<file path="config.mk">
export PLATFORM = sky130hd
export DESIGN_NAME = m68k_dma_arbiter
export DESIGN_NICKNAME = d
export VERILOG_FILES = /design/src/rtl/m68k_dma_arbiter.sv
export SDC_FILE = /design/constraint.sdc
export NUM_CORES = 1
export LEC_CHECK = 0
export ABC_AREA = 1
export BUFFER_PORTS_ARGS = -buffer_cell sky130_fd_sc_hd__buf_2
export CORE_UTILIZATION = 56
export DETAILED_ROUTE_END_ITERATION = 12
export PLACE_DENSITY = 0.83
export SYNTH_ARGS = -nofsm -noshare
export SYNTH_HDL_FRONTEND = slang
export SYNTH_SLANG_ARGS = --single-unit
</file>
<file path="constraint.sdc">
create_clock -name clk -period 2 [get_ports clk]
set_input_delay 0.1 -clock clk [delete_from_list [all_inputs] [get_ports clk]]
set_output_delay 0.1 -clock clk [all_outputs]
set_load 0.005 [all_outputs]
</file>
<file path="src/rtl/m68k_dma_arbiter.sv">
// m68k_dma_arbiter: shares the 68000 CPU bus between the CPU and two DMA
// requesters using the BR/BG/BGACK handshake, round-robin between requesters,
// with a bounded tenure and a guaranteed CPU window between DMA tenures.
module m68k_dma_arbiter #(
    parameter int unsigned MAX_TENURE  = 64,
    parameter int unsigned RELEASE_GAP = 2
) (
    input  logic       clk,
    input  logic       reset,
    input  logic       phi1,
    input  logic       phi2,
    input  logic       bg_n,
    input  logic       as_n,
    input  logic [1:0] req,
    input  logic [1:0] busy,
    output logic       br_n,
    output logic       bgack_n,
    output logic [1:0] grant,
    output logic [1:0] yield,
    output logic       owner,
    output logic       dma_active
);

    localparam int unsigned TEN_W = $clog2(MAX_TENURE + 1);
    localparam int unsigned GAP_W = (RELEASE_GAP < 2) ? 1 : $clog2(RELEASE_GAP + 1);
    localparam logic [TEN_W-1:0] TEN_MAX  = TEN_W'(MAX_TENURE);
    localparam logic [GAP_W-1:0] GAP_LOAD = GAP_W'(RELEASE_GAP);

    typedef enum logic [2:0] {
        ST_IDLE,
        ST_REQ,
        ST_WAIT_BUS,
        ST_OWN,
        ST_RELEASE,
        ST_GAP
    } state_t;

    state_t           state_q;
    logic             br_n_q;
    logic             bgack_n_q;
    logic [1:0]       grant_q;
    logic [1:0]       yield_q;
    logic             owner_q;
    logic             dma_active_q;
    logic [TEN_W-1:0] tenure_q;
    logic [GAP_W-1:0] gap_q;
    logic             as_idle_q;

    logic             other;
    logic [1:0]       owner_sel;
    logic [TEN_W-1:0] tenure_inc;

    // Helpers: the non-owning requester, one-hot of owner, saturating tenure step
    assign other      = ~owner_q;
    assign owner_sel  = owner_q ? 2'b10 : 2'b01;
    assign tenure_inc = (tenure_q == TEN_MAX) ? tenure_q : tenure_q + TEN_W'(1);

    // Arbitration FSM; bus pins move on phi2, counters and yield on phi1
    always_ff @(posedge clk) begin
        if (reset) begin
            state_q      <= ST_IDLE;
            br_n_q       <= 1'b1;
            bgack_n_q    <= 1'b1;
            grant_q      <= 2'b00;
            yield_q      <= 2'b00;
            owner_q      <= 1'b0;
            dma_active_q <= 1'b0;
            tenure_q     <= '0;
            gap_q        <= '0;
            as_idle_q    <= 1'b0;
        end else begin
            if (phi1) begin
                as_idle_q <= as_n;
            end

            case (state_q)
                ST_IDLE: begin
                    if (phi2 && (req != 2'b00) && (gap_q == '0)) begin
                        br_n_q  <= 1'b0;
                        // Both requesting: prefer the one that did not own last
                        owner_q <= (req == 2'b11) ? ~owner_q : req[1];
                        state_q <= ST_REQ;
                    end
                end

                ST_REQ: begin
                    if (phi1 && (req != 2'b00)) begin
                        if (!req[owner_q]) begin
                            owner_q <= ~owner_q;
                        end
                        if (!bg_n) begin
                            state_q <= ST_WAIT_BUS;
                        end
                    end
                    // A full withdrawal wins over a grant seen on the same edge
                    if (phi2 && (req == 2'b00)) begin
                        br_n_q  <= 1'b1;
                        state_q <= ST_IDLE;
                    end
                end

                ST_WAIT_BUS: begin
                    // Take the bus only once the CPU has no cycle in flight
                    if (phi2 && as_idle_q) begin
                        bgack_n_q    <= 1'b0;
                        br_n_q       <= 1'b1;
                        grant_q      <= owner_sel;
                        dma_active_q <= 1'b1;
                        state_q      <= ST_OWN;
                    end
                end

                ST_OWN: begin
                    if (phi1) begin
                        tenure_q <= tenure_inc;
                        if ((tenure_inc == TEN_MAX) && req[other]) begin
                            yield_q <= owner_sel;
                        end
                    end
                    // Grant is held until the owner has both dropped req and finished its cycle
                    if (phi2 && !req[owner_q] && !busy[owner_q]) begin
                        grant_q <= 2'b00;
                        yield_q <= 2'b00;
                        state_q <= ST_RELEASE;
                    end
                end

                ST_RELEASE: begin
                    if (phi2) begin
                        bgack_n_q    <= 1'b1;
                        dma_active_q <= 1'b0;
                        tenure_q     <= '0;
                        gap_q        <= GAP_LOAD;
                        state_q      <= ST_GAP;
                    end
                end

                ST_GAP: begin
                    if (phi1) begin
                        if (gap_q <= GAP_W'(1)) begin
                            gap_q   <= '0;
                            state_q <= ST_IDLE;
                        end else begin
                            gap_q <= gap_q - GAP_W'(1);
                        end
                    end
                end

                default: state_q <= ST_IDLE;
            endcase
        end
    end

    assign br_n       = br_n_q;
    assign bgack_n    = bgack_n_q;
    assign grant      = grant_q;
    assign yield      = yield_q;
    assign owner      = owner_q;
    assign dma_active = dma_active_q;

endmodule

</file>
==> results.txt <==
Maximum number of pins on one net before global-route repair - 16
Effective utilization at floorplan - 60.17%
Post-synthesis instance total - 204
Reg-to-reg slack, setup - 0.34 ns
Wire length of the first global-routing pass - 5030 µm
CTS tree - built
Number of antenna cells inserted - 0
Startpoint of the most critical hold path - as_n
Leak Pwr - 0.6562 nW
Clock Skew - 0.009591 ns
Critical setup path kind - flip-flop to flip-flop
Post-synthesis instance area - 1344 µm²
Number of hold buffers added after CTS - 0
Met3 wire len - 115 µm
Count of endpoints failing hold in the final timing report - 0
Synth Register Bits - 21
Peak supply drop - 0.0005947 V
Overall die area - 2599 µm²
Synthesis Warnings - 0
Routed metal-1 wirelength - 1290 µm
Syn Nets - 216
Remaining routing DRC violations - 0
Detailed-route wire length per cell - 11.82 µm
Element type at the critical path end - flip-flop
Netlist cell types - 25
Slew @ Worst Pin - 0.3490 ns
Die height - 50.99 µm
Via count normalized by instance count - 5.415
Dpl cell area - 1426 µm²
Register clock-pin slew on the reported worst setup and hold paths - 0.12 ns
Post-CTS setup-driven buffer insertion count - 0
Final setup violating endpoints - 0
Gates resized, CTS repair - 0
Number of top-level pins - 18
Clock tree sinks - 21
Max_slew headroom - 76.70%
Clock H-tree levels - 1
Die outline width - 50.99 µm
Number of cells on the worst reg-to-reg path - 13
Later-pin clock latency in the skew report - 0.31 ns
Max-slew violation count - 0
Mean cell area of the mapped netlist - 6.587 µm²
Critical path required time - 2.22 ns
1st-pass router iterations - 4
Fraction of the core area covered by cells at the end of the flow - 65.10%
Total GRT Usage - 25.70%
Proportion of layout cells with a drive suffix above 1 - 21.82%
Antenna violations before repair - 0
Number of CTS-inserted buffers - 3
Origin of the critical flop-to-flop path - tenure_q[0]$_SDFFE_PP0P_
Global route overflow - 0
Final period demand of the worst path - 1.662 ns
Core ar. - 2233 µm²
Maximum Capacitance Violations - 0
Detailed Place HPWL - 2285 µm
Synth top area cells - sky130_fd_sc_hd__dfxtp_1 31%, sky130_fd_sc_hd__nand2_1 16%, sky130_fd_sc_hd__nand3_1 7.1%
Critical path fanouts, max - 5
Post-route cell area - 1454 µm²
Result of the run - finished clean
Uppermost layer routed - met4
Share of the cycle needed by the critical path after routing - 83.11%
Antenna Nets Post-Route - 0
Critical Path Source Type - flip-flop
Critical Path AT - 1.88 ns
Area share of the largest cell type after synthesis - 31.28%
Row Count - 17
Vias after detailed routing - 1,343
Hold Path Cell Cnt - 3
TNS Setup - 0 ns
Cell type with the largest total area after synthesis - sky130_fd_sc_hd__dfxtp_1
Final nets - 233
Maximum clock path buffer count - 2
Layout area overhead - 8.193%
Ratio of total power to cell area - 813.8 nW/µm²
Root buffer cell - sky130_fd_sc_hd__clkbuf_4
Vias in the first global route - 1,253
Post-synthesis sequential area ratio - 31.28%
Type of the tightest min-delay check - input port to flip-flop
Routed WL - 2932 µm
WHS Endpoint - as_idle_q$_SDFFE_PP0P_
Unrepaired setup endpoints after global routing - no
Number of DRC markers after the initial detailed-route iteration - 30
Capture instance of the worst register-to-register path - yield[1]$_SDFFE_PP0P_
Peak Freq - 601.6 MHz
Gpl congestion - 0.8868
Count of buffers inserted at the top-level ports - 17
Met2 routed wirelength - 1499 µm
[stage by stage]
| stage | hold slack (ns) | setup slack, ns | power, mW | cells |
|---|---|---|---|---|
| after floorplan | 0.1691 | 0.5434 | 0.8852 | 204 |
| after CTS | 0.06155 | 0.3547 | 1.179 | 248 |
| final | 0.06285 | 0.3378 | 1.183 | 248 |
| after global routing | 0.08827 | 0.1712 | 1.272 | 248 |
| after detailed placement | 0.3899 | 0.3704 | 0.9760 | 244 |
| after global placement | 0.3871 | 0.4472 | 0.9574 | 244 |
[worst max-delay path by stage]
stage                                         from                    end  slack (ns)  cells past startpoint
final                     tenure_q[0]$_SDFFE_PP0P_  yield[1]$_SDFFE_PP0P_        0.34                     13
after global routing      tenure_q[0]$_SDFFE_PP0P_  yield[1]$_SDFFE_PP0P_        0.17                     13
after CTS                 tenure_q[0]$_SDFFE_PP0P_  yield[1]$_SDFFE_PP0P_        0.35                     13
after detailed placement  tenure_q[0]$_SDFFE_PP0P_  yield[1]$_SDFFE_PP0P_        0.37                     13
after global placement    tenure_q[0]$_SDFFE_PP0P_  yield[1]$_SDFFE_PP0P_        0.45                     13
after floorplan           tenure_q[1]$_SDFFE_PP0P_  yield[1]$_SDFFE_PP0P_        0.54                     12
[critical path: stages, from the launching register on]
cell and delay, ns:
sky130_fd_sc_hd__dfxtp_1 0.38, sky130_fd_sc_hd__inv_1 0.10, sky130_fd_sc_hd__ha_1 0.17, sky130_fd_sc_hd__inv_1 0.05, sky130_fd_sc_hd__nor2_2 0.10, sky130_fd_sc_hd__nand3_2 0.13, sky130_fd_sc_hd__nand2_1 0.10, sky130_fd_sc_hd__nand3_1 0.07
sky130_fd_sc_hd__nor2_1 0.16, sky130_fd_sc_hd__nand3_2 0.10, sky130_fd_sc_hd__nand2_2 0.07, sky130_fd_sc_hd__nand2_1 0.05, sky130_fd_sc_hd__nand2_1 0.06, sky130_fd_sc_hd__nor2_2 0.03
[layer usage]
metal	vias to the layer above	global-route usage, %
met4	0	11.11
met3	4	3.571
met1	608	29.33
met5	-	0
met2	34	46.93
li1	697	-
[power by group]
group          leakage (nW)  internal [mW]  switching (mW)
Clock                0.0177         0.0746           0.132
Combinational         0.468          0.165           0.298
Sequential            0.170          0.458          0.0545
Total                 0.656          0.698           0.485
[cell families after synthesis]
family | count (synthesis) | share of synthesized area (%)
buffers and inverters | 30 | 9.776
flip-flops | 21 | 31.28
adder cells (fa/ha/maj) | 2 | 1.862
AND/OR/NAND/NOR | 117 | 42.46
AO/OA/AOI/OAI | 33 | 13.97
XOR/XNOR | 1 | 0.6519
[cell usage in the layout, fill, tap and decap left out]
master and instances:
sky130_fd_sc_hd__nor3_2 2, sky130_fd_sc_hd__nand4_1 6, sky130_fd_sc_hd__a21oi_1 18, sky130_fd_sc_hd__o21ai_1 3, sky130_fd_sc_hd__nand3_1 19, sky130_fd_sc_hd__nand2_2 3
sky130_fd_sc_hd__o31ai_1 1, sky130_fd_sc_hd__a31oi_1 1, sky130_fd_sc_hd__o21ai_2 1, sky130_fd_sc_hd__dfxtp_1 21, sky130_fd_sc_hd__nor2_1 16, sky130_fd_sc_hd__nor2_4 4
sky130_fd_sc_hd__nand3_2 4, sky130_fd_sc_hd__inv_1 20, sky130_fd_sc_hd__nand2_1 57, sky130_fd_sc_hd__xor2_1 1, sky130_fd_sc_hd__buf_2 17, sky130_fd_sc_hd__nand3b_1 2
sky130_fd_sc_hd__clkbuf_4 3, sky130_fd_sc_hd__o21ai_0 5, sky130_fd_sc_hd__nor2_2 4, sky130_fd_sc_hd__clkinv_2 1, sky130_fd_sc_hd__inv_2 5, sky130_fd_sc_hd__ha_1 2
sky130_fd_sc_hd__a21oi_2 4
[Yosys cell counts (all sizes together)]
| cell | n |
|---|---|
| a21oi | 22 |
| a31oi | 1 |
| buf | 4 |
| clkbuf | 1 |
| dfxtp | 21 |
| ha | 2 |
| inv | 25 |
| nand2 | 60 |
| nand3 | 23 |
| nand3b | 2 |
| nand4 | 6 |
| nor2 | 24 |
| nor3 | 2 |
| o21ai | 9 |
| o31ai | 1 |
| xor2 | 1 |
[area by class of cell]
cell class | instances | area [µm²]
sequential | 21 | 420.4
inverter | 25 | 93.84
fill | 197 | 779.5
clock buffer | 3 | 22.52
clock inverter | 1 | 5.005
timing repair buffer | 17 | 85.08
multi-input combinational | 153 | 792.0
tap | 28 | 35.03
[flip-flops by register name, summed over array words and instances (netlist names)]
register	count
yield	2
bgack_n	1
tenure_q	7
gap_q	2
owner	1
br_n	1
as_idle_q	1
grant	2
dma_active	1
state_q	3
(Power assumes the default switching activity.)
